**src/rtl/priority_arbiter_pkg.sv**
```systemverilog
// Shared definitions for the 4-requester arbiter: state encoding, sizes and a
// one-hot helper.
package priority_arbiter_pkg;

  localparam int unsigned NumReq = 4;
  localparam int unsigned IdxW   = 2;
  // Wide enough for the largest legal hold limit (255).
  localparam int unsigned HoldW  = 8;

  typedef enum logic [0:0] {
    StIdle = 1'b0,
    StBusy = 1'b1
  } state_e;

  // Binary requester index to one-hot grant vector.
  function automatic logic [NumReq-1:0] idx_to_onehot(logic [IdxW-1:0] idx);
    logic [NumReq-1:0] oh;
    oh = '0;
    oh[idx] = 1'b1;
    return oh;
  endfunction

endpackage

```
**src/rtl/priority_arbiter_prio_enc.sv**
```systemverilog
// 4-to-2 priority encoder: bit 3 has the highest priority. valid is low when
// no input bit is set, in which case idx is 0.
module prio_enc4 (
  input  logic [3:0] req,
  output logic [1:0] idx,
  output logic       valid
);

  // Highest set bit wins.
  always_comb begin
    idx   = 2'd0;
    valid = 1'b1;
    if (req[3]) begin
      idx = 2'd3;
    end else if (req[2]) begin
      idx = 2'd2;
    end else if (req[1]) begin
      idx = 2'd1;
    end else if (req[0]) begin
      idx = 2'd0;
    end else begin
      valid = 1'b0;
    end
  end

endmodule

```
**src/rtl/priority_arbiter.sv**
```systemverilog
// Four-requester arbiter with bounded hold time and registered grant.
// A holder keeps the grant while its request stays high, up to MAX_HOLD
// cycles; it is then revoked, excluded from one arbitration, and timeout
// pulses for one cycle. Arbitration is fixed priority (req[3] highest) by
// default; defining PRIORITY_ARBITER_RR_EN switches to round-robin starting
// one past the last granted index.
module priority_arbiter
  import priority_arbiter_pkg::*;
#(
  parameter int unsigned MAX_HOLD = 16
) (
  input  logic       clk,
  input  logic       rst,
  input  logic [3:0] req,
  output logic [3:0] gnt,
  output logic [1:0] gnt_id,
  output logic       val,
  output logic       timeout
);

  state_e            state_q, state_d;
  logic [NumReq-1:0] gnt_q, gnt_d;
  logic [IdxW-1:0]   id_q, id_d;
  logic              val_q, val_d;
  logic              timeout_q, timeout_d;
  logic [HoldW-1:0]  hold_q, hold_d;

  logic              holder_req;
  logic              hold_expired;
  logic [NumReq-1:0] arb_mask;
  logic [NumReq-1:0] arb_req;
  logic [NumReq-1:0] enc_in;
  logic [IdxW-1:0]   enc_idx;
  logic              enc_valid;
  logic [IdxW-1:0]   win_id;
  logic              do_arb;

  assign holder_req   = req[id_q];
  assign hold_expired = (hold_q >= HoldW'(MAX_HOLD));

  // While busy the current holder never competes: either it has released, or
  // it has just been force-terminated and must sit out this arbitration.
  assign arb_mask = (state_q == StBusy) ? idx_to_onehot(id_q) : '0;
  assign arb_req  = req & ~arb_mask;

`ifdef PRIORITY_ARBITER_RR_EN
  logic [IdxW-1:0] ptr_q, ptr_d;
  logic [IdxW-1:0] start;

  assign start = ptr_q + IdxW'(1);

  // Rotate so the search start lands on the encoder's top bit; lower encoder
  // bits then correspond to successively higher (wrapping) indices.
  always_comb begin
    enc_in = '0;
    for (int k = 0; k < NumReq; k++) begin
      enc_in[NumReq-1-k] = arb_req[start + IdxW'(k)];
    end
  end

  // Encoder bit b maps back to offset (3 - b) = ~b from the start index.
  assign win_id = start + ~enc_idx;

  // Round-robin pointer: index of the most recent grant.
  always_ff @(posedge clk) begin
    if (rst) begin
      ptr_q <= '0;
    end else begin
      ptr_q <= ptr_d;
    end
  end
`else
  assign enc_in = arb_req;
  assign win_id = enc_idx;
`endif

  prio_enc4 u_prio_enc4 (
    .req   (enc_in),
    .idx   (enc_idx),
    .valid (enc_valid)
  );

  // Next-state and next-output logic; defaults hold the current grant.
  always_comb begin
    state_d   = state_q;
    gnt_d     = gnt_q;
    id_d      = id_q;
    val_d     = val_q;
    timeout_d = 1'b0;
    hold_d    = hold_q;
    do_arb    = 1'b0;
`ifdef PRIORITY_ARBITER_RR_EN
    ptr_d     = ptr_q;
`endif

    unique case (state_q)
      StIdle: begin
        do_arb = 1'b1;
      end
      StBusy: begin
        if (holder_req && !hold_expired) begin
          // Below the limit, so the increment cannot pass MAX_HOLD.
          hold_d = hold_q + HoldW'(1);
        end else begin
          do_arb    = 1'b1;
          timeout_d = holder_req;
        end
      end
      default: begin
        do_arb = 1'b1;
      end
    endcase

    if (do_arb) begin
      if (enc_valid) begin
        state_d = StBusy;
        gnt_d   = idx_to_onehot(win_id);
        id_d    = win_id;
        val_d   = 1'b1;
        hold_d  = HoldW'(1);
`ifdef PRIORITY_ARBITER_RR_EN
        ptr_d   = win_id;
`endif
      end else begin
        state_d = StIdle;
        gnt_d   = '0;
        id_d    = '0;
        val_d   = 1'b0;
        hold_d  = '0;
      end
    end
  end

  // State and registered outputs; reset overrides any grant in progress.
  always_ff @(posedge clk) begin
    if (rst) begin
      state_q   <= StIdle;
      gnt_q     <= '0;
      id_q      <= '0;
      val_q     <= 1'b0;
      timeout_q <= 1'b0;
      hold_q    <= '0;
    end else begin
      state_q   <= state_d;
      gnt_q     <= gnt_d;
      id_q      <= id_d;
      val_q     <= val_d;
      timeout_q <= timeout_d;
      hold_q    <= hold_d;
    end
  end

  assign gnt     = gnt_q;
  assign gnt_id  = id_q;
  assign val     = val_q;
  assign timeout = timeout_q;

endmodule

```
**config.mk**
```make
export PLATFORM = sky130hd
export DESIGN_NAME = priority_arbiter
export DESIGN_NICKNAME = d
export VERILOG_FILES = /design/src/rtl/priority_arbiter_pkg.sv /design/src/rtl/priority_arbiter_prio_enc.sv /design/src/rtl/priority_arbiter.sv
export SDC_FILE = /design/constraint.sdc
export NUM_CORES = 1
export LEC_CHECK = 0
export CELL_PAD_IN_SITES_DETAIL_PLACEMENT = 0
export CELL_PAD_IN_SITES_GLOBAL_PLACEMENT = 2
export CORE_AREA = 2 2 51 53
export DETAILED_ROUTE_END_ITERATION = 8
export DIE_AREA = 0 0 53 55
export PLACE_DENSITY_LB_ADDON = 0.1
export SLEW_MARGIN = 20
export SYNTH_ARGS = -nofsm -noshare
export SYNTH_HDL_FRONTEND = slang
export SYNTH_SLANG_ARGS = --single-unit
```
**constraint.sdc**
```tcl
create_clock -name clk -period 4.3 [get_ports clk]
set_input_delay 0.86 -clock clk [delete_from_list [all_inputs] [get_ports clk]]
set_output_delay 0.86 -clock clk [all_outputs]
set_load 0.005 [all_outputs]
```
After elaboration in Yosys (flattened, before gate mapping)
Cells that the tools add are included.
{ "totals": {"register_bits": 16, "input_bits": 6, "output_inout_bits": 8, "word_cells": 45} }
{ "classes": {"addsub": 1, "n_lt_le_gt_ge": 5, "n_mux": 23, "n_bitwise": 3, "reduce_logical": 8} }
{ "op_table": {"columns": ["op", "count"], "rows": [
  ["two-way mux 8 bit", 3],
  ["two-way mux 1 bit", 11],
  ["adder 8 x 1 -> 8 bit, second input constant", 1],
  ["greater-or-equal comparator 8 x 5 -> 1 bit, second input constant", 1],
  ["two-way mux 4 bit", 2],
  ["< comparator 2 x 3 -> 1 bit, second input constant", 2],
  ["two-way mux 2 bit", 3],
  ["bitwise AND 4 bit", 1],
  ["demux 1 bit (select 2 bit)", 2],
  ["greater-or-equal comparator 2 x 1 -> 1 bit, second input constant", 2],
  ["inverter 4 bit", 1],
  ["nonzero test 2 bit", 2],
  ["logical AND 1 bit", 3],
  ["OR reduction 3 bit", 1],
  ["binary-select mux 1 bit (select 2 bit)", 1],
  ["case mux 1 bit (2 select lines)", 1],
  ["AND reduction 2 bit", 1],
  ["zero test 1 bit", 1],
  ["inverter 1 bit", 1]
]} }

Logic depth before layout (Yosys ltp)
Gate-level depths: netlist of run 1.
{ "logic_depth": {"ltp_word": 15, "depth_mapped": 7, "depth_no_buf": 5} }

Modules after synthesis
From an unflattened synthesis of run 1, not the netlist that was laid out.
{ "unflattened": {"cells_unflattened": 72, "area_unflattened_um2": 693.2} }
{ "by_module_without_submodules": {"columns": ["mod", "n_inst", "cells_each", "area_per_inst_um2"], "rows": [
  ["priority_arbiter", 1, 68, 669.4],
  ["prio_enc4", 1, 4, 23.8]
]} }

Least setup slack after synthesis of run 1
OpenSTA, ideal clock, no wires.
{ "synth_path": {"path_type": "input to register", "start": "input req[3]", "end": "register gnt_q[0], in the netlist gnt[0]", "setup_ns": 0.070, "t_arrival_ns": 1.856, "t_required_ns": 4.230, "slack_ns": 2.374, "path_stages": 5, "cell_sequence": "nor2b_1 a2111oi_0 a211oi_1 or3b_1 a21oi_1"} }
{ "synth_between": {"elab_chain_len": 7, "word_cells_on_any_way": 14, "classes_between": "order compare (2); mux (9); bitwise (1); reduce/logical (2)"} }
{ "synth_rtl": {"columns": ["item", "line_no", "rtl"], "rows": [
  ["start: declaration", "priority_arbiter.sv:14", "input logic [3:0] req,"],
  ["bitwise AND 4 bit", "priority_arbiter.sv:44", "assign arb_req = req & ~arb_mask;"],
  ["two-way mux 2 bit", "priority_arbiter_prio_enc.sv:13", "if (req[3]) begin"],
  ["< comparator 2 x 3 -> 1 bit (implied by the code) or greater-or-equal comparator 2 x 1 -> 1 bit (tied branches)", "priority_arbiter_pkg.sv:19", "oh[idx] = 1'b1;"],
  ["logical AND 1 bit (implied by the code)", "priority_arbiter_pkg.sv:19", null],
  ["two-way mux 1 bit (implied by the code)", "priority_arbiter_pkg.sv:19", null],
  ["demux 1 bit (select 2 bit)", "priority_arbiter_pkg.sv:19", null],
  ["two-way mux 4 bit", "priority_arbiter.sv:115", "if (enc_valid) begin"],
  ["end signal: assignment", "priority_arbiter.sv:145", "gnt_q <= gnt_d;"],
  ["end: declaration", "priority_arbiter.sv:22", "logic [NumReq-1:0] gnt_q, gnt_d;"]
]} }
Parallel ways exist; a longest one is shown, timed or not. The select of a mux whose other input is x is not followed.
A chain may end at the register's enable or synchronous reset.

Worst setup path after layout of run 1
Ends and elaborated chain as after synthesis.

==> results of run 1 <==
==> cell usage after synthesis <==
library cell	n	share of area
sky130_fd_sc_hd__a21oi_1	6	0.042
sky130_fd_sc_hd__nand2_1	11	0.058
sky130_fd_sc_hd__nor4b_1	1	0.012
sky130_fd_sc_hd__nor2b_1	1	0.0088
sky130_fd_sc_hd__a21boi_0	1	0.011
sky130_fd_sc_hd__ha_1	2	0.035
sky130_fd_sc_hd__nor3_1	1	0.0070
sky130_fd_sc_hd__mux2i_1	2	0.028
sky130_fd_sc_hd__o22a_1	1	0.012
sky130_fd_sc_hd__a2111oi_0	1	0.012
sky130_fd_sc_hd__buf_1	1	0.0053
sky130_fd_sc_hd__o21ai_0	2	0.014
sky130_fd_sc_hd__nor4_1	1	0.0088
sky130_fd_sc_hd__o21a_1	1	0.011
sky130_fd_sc_hd__xnor2_1	1	0.012
sky130_fd_sc_hd__nand3_1	3	0.021
sky130_fd_sc_hd__or3_1	2	0.018
sky130_fd_sc_hd__and2_4	1	0.012
sky130_fd_sc_hd__or3b_1	1	0.012
sky130_fd_sc_hd__nand2b_1	2	0.018
sky130_fd_sc_hd__dfxtp_1	16	0.45
sky130_fd_sc_hd__nand3b_1	1	0.011
sky130_fd_sc_hd__buf_6	2	0.032
sky130_fd_sc_hd__xor2_1	2	0.025
sky130_fd_sc_hd__nor2_1	6	0.032
sky130_fd_sc_hd__nand2_2	1	0.0088
sky130_fd_sc_hd__a211oi_1	2	0.021
sky130_fd_sc_hd__a31oi_1	1	0.0088
sky130_fd_sc_hd__nor3b_1	1	0.011
sky130_fd_sc_hd__conb_1	1	0.0053
sky130_fd_sc_hd__o22ai_1	2	0.018
sky130_fd_sc_hd__inv_1	4	0.021
==> metal layers <==
layer	up-vias	wire (um)
li1	305	-
met3	5	94
met5	-	0
met1	256	739
met4	0	40
met2	16	509
==> state kept, by name (all words and copies together), names as in the netlist <==
signal and count:
val 1, gnt_id 2, timeout 1, gnt 4, hold_q 8
==> metrics by stage <==
| stage | setup WS [ns] | cell area [um2] | std cells | util | power [mW] |
|---|---|---|---|---|---|
| after detailed placement | 1.72 | 861 | 123 | 0.364 | 0.208 |
| after floorplan | 2.37 | 719 | 83 | - | 0.188 |
| after global routing | 1.90 | 897 | 127 | 0.379 | 0.325 |
| after CTS | 2.01 | 897 | 127 | 0.379 | 0.307 |
| final | 2.02 | 897 | 127 | 0.379 | 0.304 |
| after global placement | 1.73 | 861 | 123 | 0.364 | 0.208 |
==> worst max-delay path by stage <==
stage / start / to / slack [ns]
after global placement: req[3] / gnt[0] / 1.73
after CTS: gnt_id[0] / gnt_id[0] / 2.01
after global routing: req[3] / gnt[0] / 1.90
after detailed placement: req[3] / gnt[0] / 1.72
final: req[3] / gnt[0] / 2.02
after floorplan: req[3] / gnt[0] / 2.37
==> area by class of cell <==
| cell class | instances | area [um2] | area share |
|---|---|---|---|
| Timing Repair Buffer | 13 | 130 | 0.145 |
| Inverter | 4 | 15.0 | 0.0167 |
| Sequential cell | 16 | 320 | 0.357 |
| Clock buffer | 4 | 36.3 | 0.0404 |
| Multi-Input combinational cell | 60 | 358 | 0.399 |
| Tap cell | 30 | 37.5 | 0.0418 |
==> placed cells by master, fill, tap and decap left out, types with 3 or more instances in the layout <==
| cell | instances |
|---|---|
| sky130_fd_sc_hd__a21oi_1 | 6 |
| sky130_fd_sc_hd__nor2_1 | 6 |
| sky130_fd_sc_hd__dfxtp_1 | 16 |
| sky130_fd_sc_hd__clkdlybuf4s50_1 | 13 |
| sky130_fd_sc_hd__conb_1 | 3 |
| sky130_fd_sc_hd__nand2_1 | 11 |
| sky130_fd_sc_hd__clkbuf_4 | 3 |
| sky130_fd_sc_hd__inv_1 | 4 |
| sky130_fd_sc_hd__nand3_1 | 3 |
==> worst reg2reg max path: cells and delay by family (launching register included) <==
family / cells / cell delay, ns
compound gates: 2 / 0.29
mux: 1 / 0.25
flops: 1 / 0.55
simple gates: 2 / 0.59
==> power by group <==
part | switching (mW) | internal (mW) | total, mW | leakage, nW
clock network | 0.0482 | 0.0516 | 0.0998 | 0.0210
registers | 0.00766 | 0.156 | 0.163 | 0.132
logic | 0.0174 | 0.0231 | 0.0406 | 0.179
total | 0.0733 | 0.230 | 0.304 | 0.332
==> kinds of logic after synthesis <==
kind of cell,share of synthesized area
AOI/OAI and AO/OA,0.149
xor gates and xnor gates,0.0369
adders and majority gates,0.0351
buffers and inverters,0.0580
DFF,0.450
muxes,0.0281
other,0.00527
and+or+nand+nor,0.237
==> results.json, run 1 <==
{
  "finalWorstPathRequiredPeriod_ns": 2.28,
  "peakVddDrop_mv": 0.151,
  "initialDrtViolationCount": 6,
  "cellPowerDensity_nw_per_um2": 338,
  "average_wire_length_per_cell_after_detail_routing_um": 10.9,
  "route.detailed.vias_per_inst": 4.58,
  "grt_first_pass_wirelength_mm": 2.28,
  "worstMarginPinSlew_ns": 0.586,
  "critical_path_class": "in -> reg",
  "endpoint_kind": "flop",
  "tritoncts": "built",
  "critical_path_cell_count": 6,
  "worst_hold_path.endpoint": "gnt[3]",
  "ioPinCount": 14,
  "antenna_cells_inserted": 0,
  "ant_nets": 0,
  "tritoncts_num_sinks": 16,
  "grt_use_met3": 0.0296,
  "global_route.peak_usage_layer": "met1",
  "worstPathRequired_ns": 4.52,
  "period_share": 0.529,
  "first_global_vias": 487,
  "path_clk_slew_ns": 0.09,
  "critPathMaxStageDelay_ns": 0.50,
  "hold_path.class": "reg -> reg",
  "cts_root_buf": "sky130_fd_sc_hd__clkbuf_4",
  "vias": 582,
  "floorplan.die_area_um2": 2920,
  "cts.repair_timing.setup_buffer_count": 0,
  "placementRows": 18,
  "hold-path-cell-count": 2,
  "synthesis.area_per_instance_um2": 8.79,
  "tritoncts.num_buffers": 3,
  "globalRouteTotalUtil": 0.114,
  "setup_tns_ns": 0,
  "worstPathArrival_ns": 2.50,
  "run_status": "finished, final reports clean",
  "skew_final_ns": 0.00320,
  "number_of_antenna_violations_at_the_first_check_in_global_routing": 0,
  "area_growth_pct": 26.0,
  "die_x_um": 53,
  "critical-path-slowest-cell": "sky130_fd_sc_hd__clkdlybuf4s50_1",
  "core_region_area_um2": 2360,
  "timing.slew.headroom": 0.605,
  "drc": 0,
  "htree_levels": 1,
  "yosys_warnings": 0,
  "ctsResizeCount": 0,
  "worst_skew_pair.late_latency_ns": 0.29,
  "detailed_place_hpwl_mm": 1.03,
  "critPathMaxFanout": 7,
  "timing_hold_violations_final": 0,
  "worst_case_reg_to_reg_path_depth": 5,
  "filler_cell_count": 269,
  "critical_path.top_delay_family": "compound AO/OA/AOI/OAI gates",
  "grt_util_met1": 0.157,
  "timing.critical_path.cells": "clkdlybuf4s50_1 > nor2b_1 > a2111oi_0 > a211oi_1 > or3b_1 > a21oi_1",
  "start_util": 0.301,
  "nets": 106,
  "buffer_ports.inserted": 13,
  "yosysSeqAreaShare": 0.450,
  "synthesis.area_um2": 712,
  "ys_ff_latch": 16,
  "reg2reg_to": "gnt[2]",
  "r2r_start": "gnt_id[0]",
  "hold_start": "gnt[3]",
  "totalWireLength_mm": 1.38,
  "worstPathBufferInverterCount": 1,
  "grt_overflow_total": 0,
  "timing.fmax_mhz": 439,
  "maxCapViolCount": 0,
  "rsz0062_at_grt": "false",
  "groute.layer.met2.usage": 0.148,
  "p_leak_nw": 0.332,
  "hold_buffers": 0,
  "postSynthCellCount": 81,
  "whs_ns": 0.460,
  "chipHeight_um": 55,
  "drt_pass1_iterations": 4,
  "final_gp_congestion": 0.629,
  "layout-drive-gt1-share": 0.0619,
  "start_kind": "primary input",
  "yosys.cell_types.count": 32,
  "clock_tree.buffer_depth": 2,
  "setup.reg_to_reg.worst_slack_ns": 2.55,
  "setup_viol": 0,
  "timing.final.max_slew_violations": 0,
  "grt_start_max_net_pins": 12
}
(Power assumes the default switching activity.)
==> run 2, diff against run 1 <==
Settings changed: CORE_AREA 2 2 51 53 to 2 2 53 55, DIE_AREA 0 0 53 55 to 0 0 55 57.
Clock period 4.3 ns to 2.3 ns, I/O delays scaled along.
==> run 2 against run 1 <==
- cell area increased by 1.8%
- critical path depth down 5
- sequential power rose by 87%
- sequential cell count did not move
- largest cell class unchanged
==> results.json, run 2 (synthesis gave the netlist of run 1 again) <==
{
  "critical_path.top_delay_family": "buffers and inverters",
  "chipHeight_um": 57,
  "ctsResizeCount": 0,
  "worst_setup_path_startpoint": "gnt_id[0]",
  "reg2reg_to": "gnt[2]",
  "timing_hold_violations_final": 0,
  "start_kind": "flop",
  "grt_overflow_total": 0,
  "ioPinCount": 14,
  "start_util": 0.272,
  "critical_path_class": "reg -> out",
  "tritoncts": "built",
  "final_gp_congestion": 0.666,
  "drc": 0,
  "die_x_um": 55,
  "cts_root_buf": "sky130_fd_sc_hd__clkbuf_4",
  "mostFrequentLayoutCell": "sky130_fd_sc_hd__dfxtp_1",
  "area_growth_pct": 28.3,
  "core_region_area_um2": 2620,
  "drt_pass1_iterations": 4,
  "cts.repair_timing.setup_buffer_count": 0,
  "r2r_start": "gnt_id[0]",
  "worstPathBufferInverterCount": 1,
  "critical_path_cell_count": 1,
  "totalWireLength_mm": 1.42,
  "timing.fmax_mhz": 538,
  "worstPathArrival_ns": 1.40,
  "clock_tree.buffer_depth": 2,
  "worst_case_reg_to_reg_path_depth": 5,
  "ant_nets": 0,
  "timing.final.max_slew_violations": 0,
  "finalWorstPathRequiredPeriod_ns": 1.86,
  "skew_final_ns": 0.00275,
  "p_leak_nw": 0.342,
  "cellPowerDensity_nw_per_um2": 617,
  "tritoncts_num_sinks": 16,
  "layout-drive-gt1-share": 0.0808,
  "first_global_vias": 538,
  "setup.reg_to_reg.worst_slack_ns": 0.58,
  "setup_tns_ns": 0,
  "placementRows": 19,
  "critPathMaxStageDelay_ns": 0.57,
  "critical_path_sink": "gnt_id[0]",
  "critPathMaxFanout": 11,
  "maxCapViolCount": 0,
  "setup_viol": 0,
  "grt_start_max_net_pins": 12,
  "endpoint_kind": "output port",
  "hold_buffers": 0,
  "rsz0062_at_grt": "false",
  "peakVddDrop_mv": 0.270,
  "total_power_mw": 0.564,
  "layout.cells.most_common_list": "sky130_fd_sc_hd__dfxtp_1, sky130_fd_sc_hd__clkdlybuf4s50_1, sky130_fd_sc_hd__nand2_1, sky130_fd_sc_hd__a21oi_1, sky130_fd_sc_hd__nor2_1",
  "worst_skew_pair.late_latency_ns": 0.28,
  "average_wire_length_per_cell_after_detail_routing_um": 10.9,
  "timing.critical_path.cells": "clkdlybuf4s50_1",
  "buffer_ports.inserted": 13,
  "nets": 108,
  "antenna_cells_inserted": 0,
  "vias": 592,
  "critical-path-slowest-cell": "sky130_fd_sc_hd__clkdlybuf4s50_1",
  "worstPathRequired_ns": 1.84,
  "globalRouteTotalUtil": 0.101,
  "largest_reg_flops": 8,
  "tritoncts.num_buffers": 3,
  "initialDrtViolationCount": 8,
  "run_status": "finished, final reports clean",
  "hold_path.class": "reg -> reg",
  "timing.slew.headroom": 0.617,
  "floorplan.die_area_um2": 3140,
  "number_of_antenna_violations_at_the_first_check_in_global_routing": 0,
  "grt_first_pass_wirelength_mm": 2.32,
  "path_clk_slew_ns": 0.09,
  "period_share": 0.809,
  "htree_levels": 1,
  "route.detailed.vias_per_inst": 4.55,
  "top_register": "hold_q",
  "detailed_place_hpwl_mm": 1.12,
  "worstMarginPinSlew_ns": 0.569
}
-- run 2: cell types whose count changed in the layout (fill, tap and decap cells not counted) --
cell | previous run | this run
sky130_fd_sc_hd__buf_4 | 0 | 2
-- run 2: per-stage QoR --
step	instance area (um2)	setup WS, ns	hold slack (ns)	instances	utilization
after floorplan	719	0.710	0.448	83	-
after global placement	877	0.198	0.441	126	0.335
after detailed placement	877	0.200	0.447	126	0.335
after CTS	913	0.414	0.460	130	0.349
after global routing	913	0.333	0.484	130	0.349
final	913	0.440	0.455	130	0.349
-- run 2: layout make-up --
type	instances	area, um2
Multi-Input combinational cell	60	358
Tap cell	31	38.8
Inverter	4	15.0
Timing Repair Buffer	15	145
Fill cell	289	1700
Sequential cell	16	320
Clock buffer	4	36.3
-- run 2: power breakdown --
part	switching [mW]	internal (mW)	leakage (nW)
Sequential	0.0141	0.291	0.132
Combinational	0.0328	0.0455	0.188
Clock	0.0843	0.0962	0.0210
Total	0.131	0.433	0.342
-- run 2: how the worst min path moves through the flow --
stage | depth (start not counted) | endpoint | startpoint
CTS | 2 | gnt[3] | gnt[3]
finish | 2 | gnt[3] | gnt[3]
global placement | 2 | gnt[2] | gnt[2]
floorplan | 2 | gnt[2] | gnt[2]
global route | 2 | gnt[2] | gnt[2]
detailed placement | 2 | gnt[3] | gnt[3]
-- run 2: metal layers --
layer | GRT usage | routed length [um] | share of wire
met1 | 0.134 | 645 | 0.46
met2 | 0.162 | 696 | 0.49
met3 | 0.0157 | 60 | 0.042
met4 | 0.0418 | 13 | 0.0092
met5 | 0 | 0 | 0
==> run 3, diff against run 2 <==
Settings changed: CORE_AREA 2 2 53 55 to 2 2 56 58, DIE_AREA 0 0 55 57 to 0 0 58 60.
Clock period 2.3 ns to 1.54 ns, I/O delays scaled along.
==> run 3 against run 2 <==
- first-iteration DRC count down 13%
- combinational power rose by 150%
- core utilization increased by 3.6 points
- cell area up 22%
- die area grew 11%
- final cell count is 15% higher
- register-to-register slack worse by 0.56 ns
==> results.json, run 3 (synthesis gave the netlist of run 1 again) <==
{
  "skew_final_ns": 0.00196,
  "tritoncts": "built",
  "area_growth_pct": 56.9,
  "tritoncts_num_sinks": 16,
  "rsz0062_at_grt": "true",
  "hold_start": "gnt[3]",
  "placementRows": 20,
  "timing.final.max_slew_violations": 0,
  "clock_tree.buffer_depth": 2,
  "finalWorstPathRequiredPeriod_ns": 1.52,
  "worstPathRequired_ns": 1.76,
  "drc": 0,
  "initialDrtViolationCount": 7,
  "antenna_cells_inserted": 0,
  "layout-drive-gt1-share": 0.333,
  "critPathMaxFanout": 5,
  "number_of_antenna_violations_at_the_first_check_in_global_routing": 0,
  "chipHeight_um": 60,
  "critical_path_class": "reg -> reg",
  "setup_tns_ns": 0,
  "grt_start_max_net_pins": 10,
  "ant_nets": 0,
  "nets": 126,
  "grt_overflow_total": 0,
  "floorplan.die_area_um2": 3480,
  "buffer_ports.inserted": 13,
  "finalNonFillerCells": 150,
  "dpl_worst_slack_ns": -0.404,
  "start_util": 0.245,
  "dpl-instance-area_um2": 971,
  "grt_first_pass_wirelength_mm": 2.87,
  "hold_path.class": "reg -> reg",
  "top_register": "hold_q",
  "timing_hold_violations_final": 0,
  "endpoint_kind": "flop",
  "largest_reg_flops": 8,
  "final_critical_path_setup_slack_ns": 0.0198,
  "vias": 666,
  "die_x_um": 58,
  "ioPinCount": 14,
  "peakVddDrop_mv": 0.387,
  "worst_setup_path_startpoint": "gnt_id[0]",
  "setup_viol": 0,
  "htree_levels": 1,
  "layout.cells.most_common_list": "sky130_fd_sc_hd__buf_4, sky130_fd_sc_hd__dfxtp_1, sky130_fd_sc_hd__nand2_1, sky130_fd_sc_hd__clkdlybuf4s50_1, sky130_fd_sc_hd__nor2_1",
  "tritoncts.num_buffers": 3,
  "cts_root_buf": "sky130_fd_sc_hd__clkbuf_4",
  "core_region_area_um2": 2900,
  "setup.reg_to_reg.worst_slack_ns": 0.02,
  "route.detailed.vias_per_inst": 4.44,
  "average_wire_length_per_cell_after_detail_routing_um": 11.4,
  "period_share": 0.987,
  "first_global_vias": 649,
  "p_leak_nw": 0.459,
  "final_gp_congestion": 0.758,
  "final_standard_cell_area_without_fillers_um2": 1120,
  "start_kind": "flop",
  "totalWireLength_mm": 1.71,
  "maxCapViolCount": 0,
  "hold_buffers": 0,
  "worstPathArrival_ns": 1.74,
  "worst_skew_pair.late_latency_ns": 0.28,
  "timing.fmax_mhz": 658,
  "globalRouteTotalUtil": 0.112,
  "whs_ns": 0.460,
  "path_clk_slew_ns": 0.09,
  "r2r_start": "gnt_id[0]",
  "cellPowerDensity_nw_per_um2": 817,
  "drt_pass1_iterations": 3,
  "dp.cells": 140,
  "run_status": "finished, final reports clean",
  "mostFrequentLayoutCell": "sky130_fd_sc_hd__buf_4",
  "detailed_place_hpwl_mm": 1.28
}
run 3: cell types whose count changed in the layout (fill, tap and decap cells not counted), sizes merged:
| cell | previous run | this run |
|---|---|---|
| dlymetal6s2s | 0 | 1 |
| dlygate4sd2 | 0 | 4 |
| clkdlybuf4s50 | 13 | 8 |
| buf | 2 | 20 |
run 3: worst paths after layout:
check,to,cells after the start
max,gnt[0],6
min,gnt[3],2
max reg2reg,gnt[0],6
min reg2reg,gnt[3],2
run 3: timing repair:
item	in CTS	in global routing
setup endpoints to repair	10	9
pin swaps	6	1
setup buffers	5	1
resized for setup	14	9
run 3: cell type report:
class                           count  area (um2)
Inverter                            4        15.0
Tap cell                           33        41.3
Fill cell                         300        1790
Timing Repair Buffer               33         285
Clock buffer                        4        36.3
Multi-Input combinational cell     60         413
Sequential cell                    16         327
run 3: routing by layer:
metal | wire length, um | GRT usage | share of wire
met1 | 765 | 0.126 | 0.45
met2 | 887 | 0.195 | 0.52
met3 | 31 | 0.0260 | 0.018
met4 | 23 | 0.0598 | 0.013
met5 | 0 | 0 | 0
run 3: stage by stage:
stage | utilization | power [mW]
2_1_floorplan | - | 0.527
3_3_place_gp | 0.334 | 0.618
3_5_place_dp | 0.334 | 0.616
4_1_cts | 0.371 | 0.919
5_1_grt | 0.385 | 0.972
6_report | 0.385 | 0.912
run 3: where the power goes:
group	switching (mW)	total [mW]	internal, mW
sequential	0.0134	0.449	0.435
combinational	0.0801	0.194	0.114
clock	0.126	0.270	0.144
total	0.219	0.912	0.693
run 3: critical path: stages (launching register included):
cell and delay, ns:
sky130_fd_sc_hd__dfxtp_4 0.38, sky130_fd_sc_hd__buf_6 0.10, sky130_fd_sc_hd__mux2i_2 0.23, sky130_fd_sc_hd__o22ai_2 0.11, sky130_fd_sc_hd__and2_4 0.16, sky130_fd_sc_hd__or3b_1 0.36, sky130_fd_sc_hd__a21oi_1 0.12
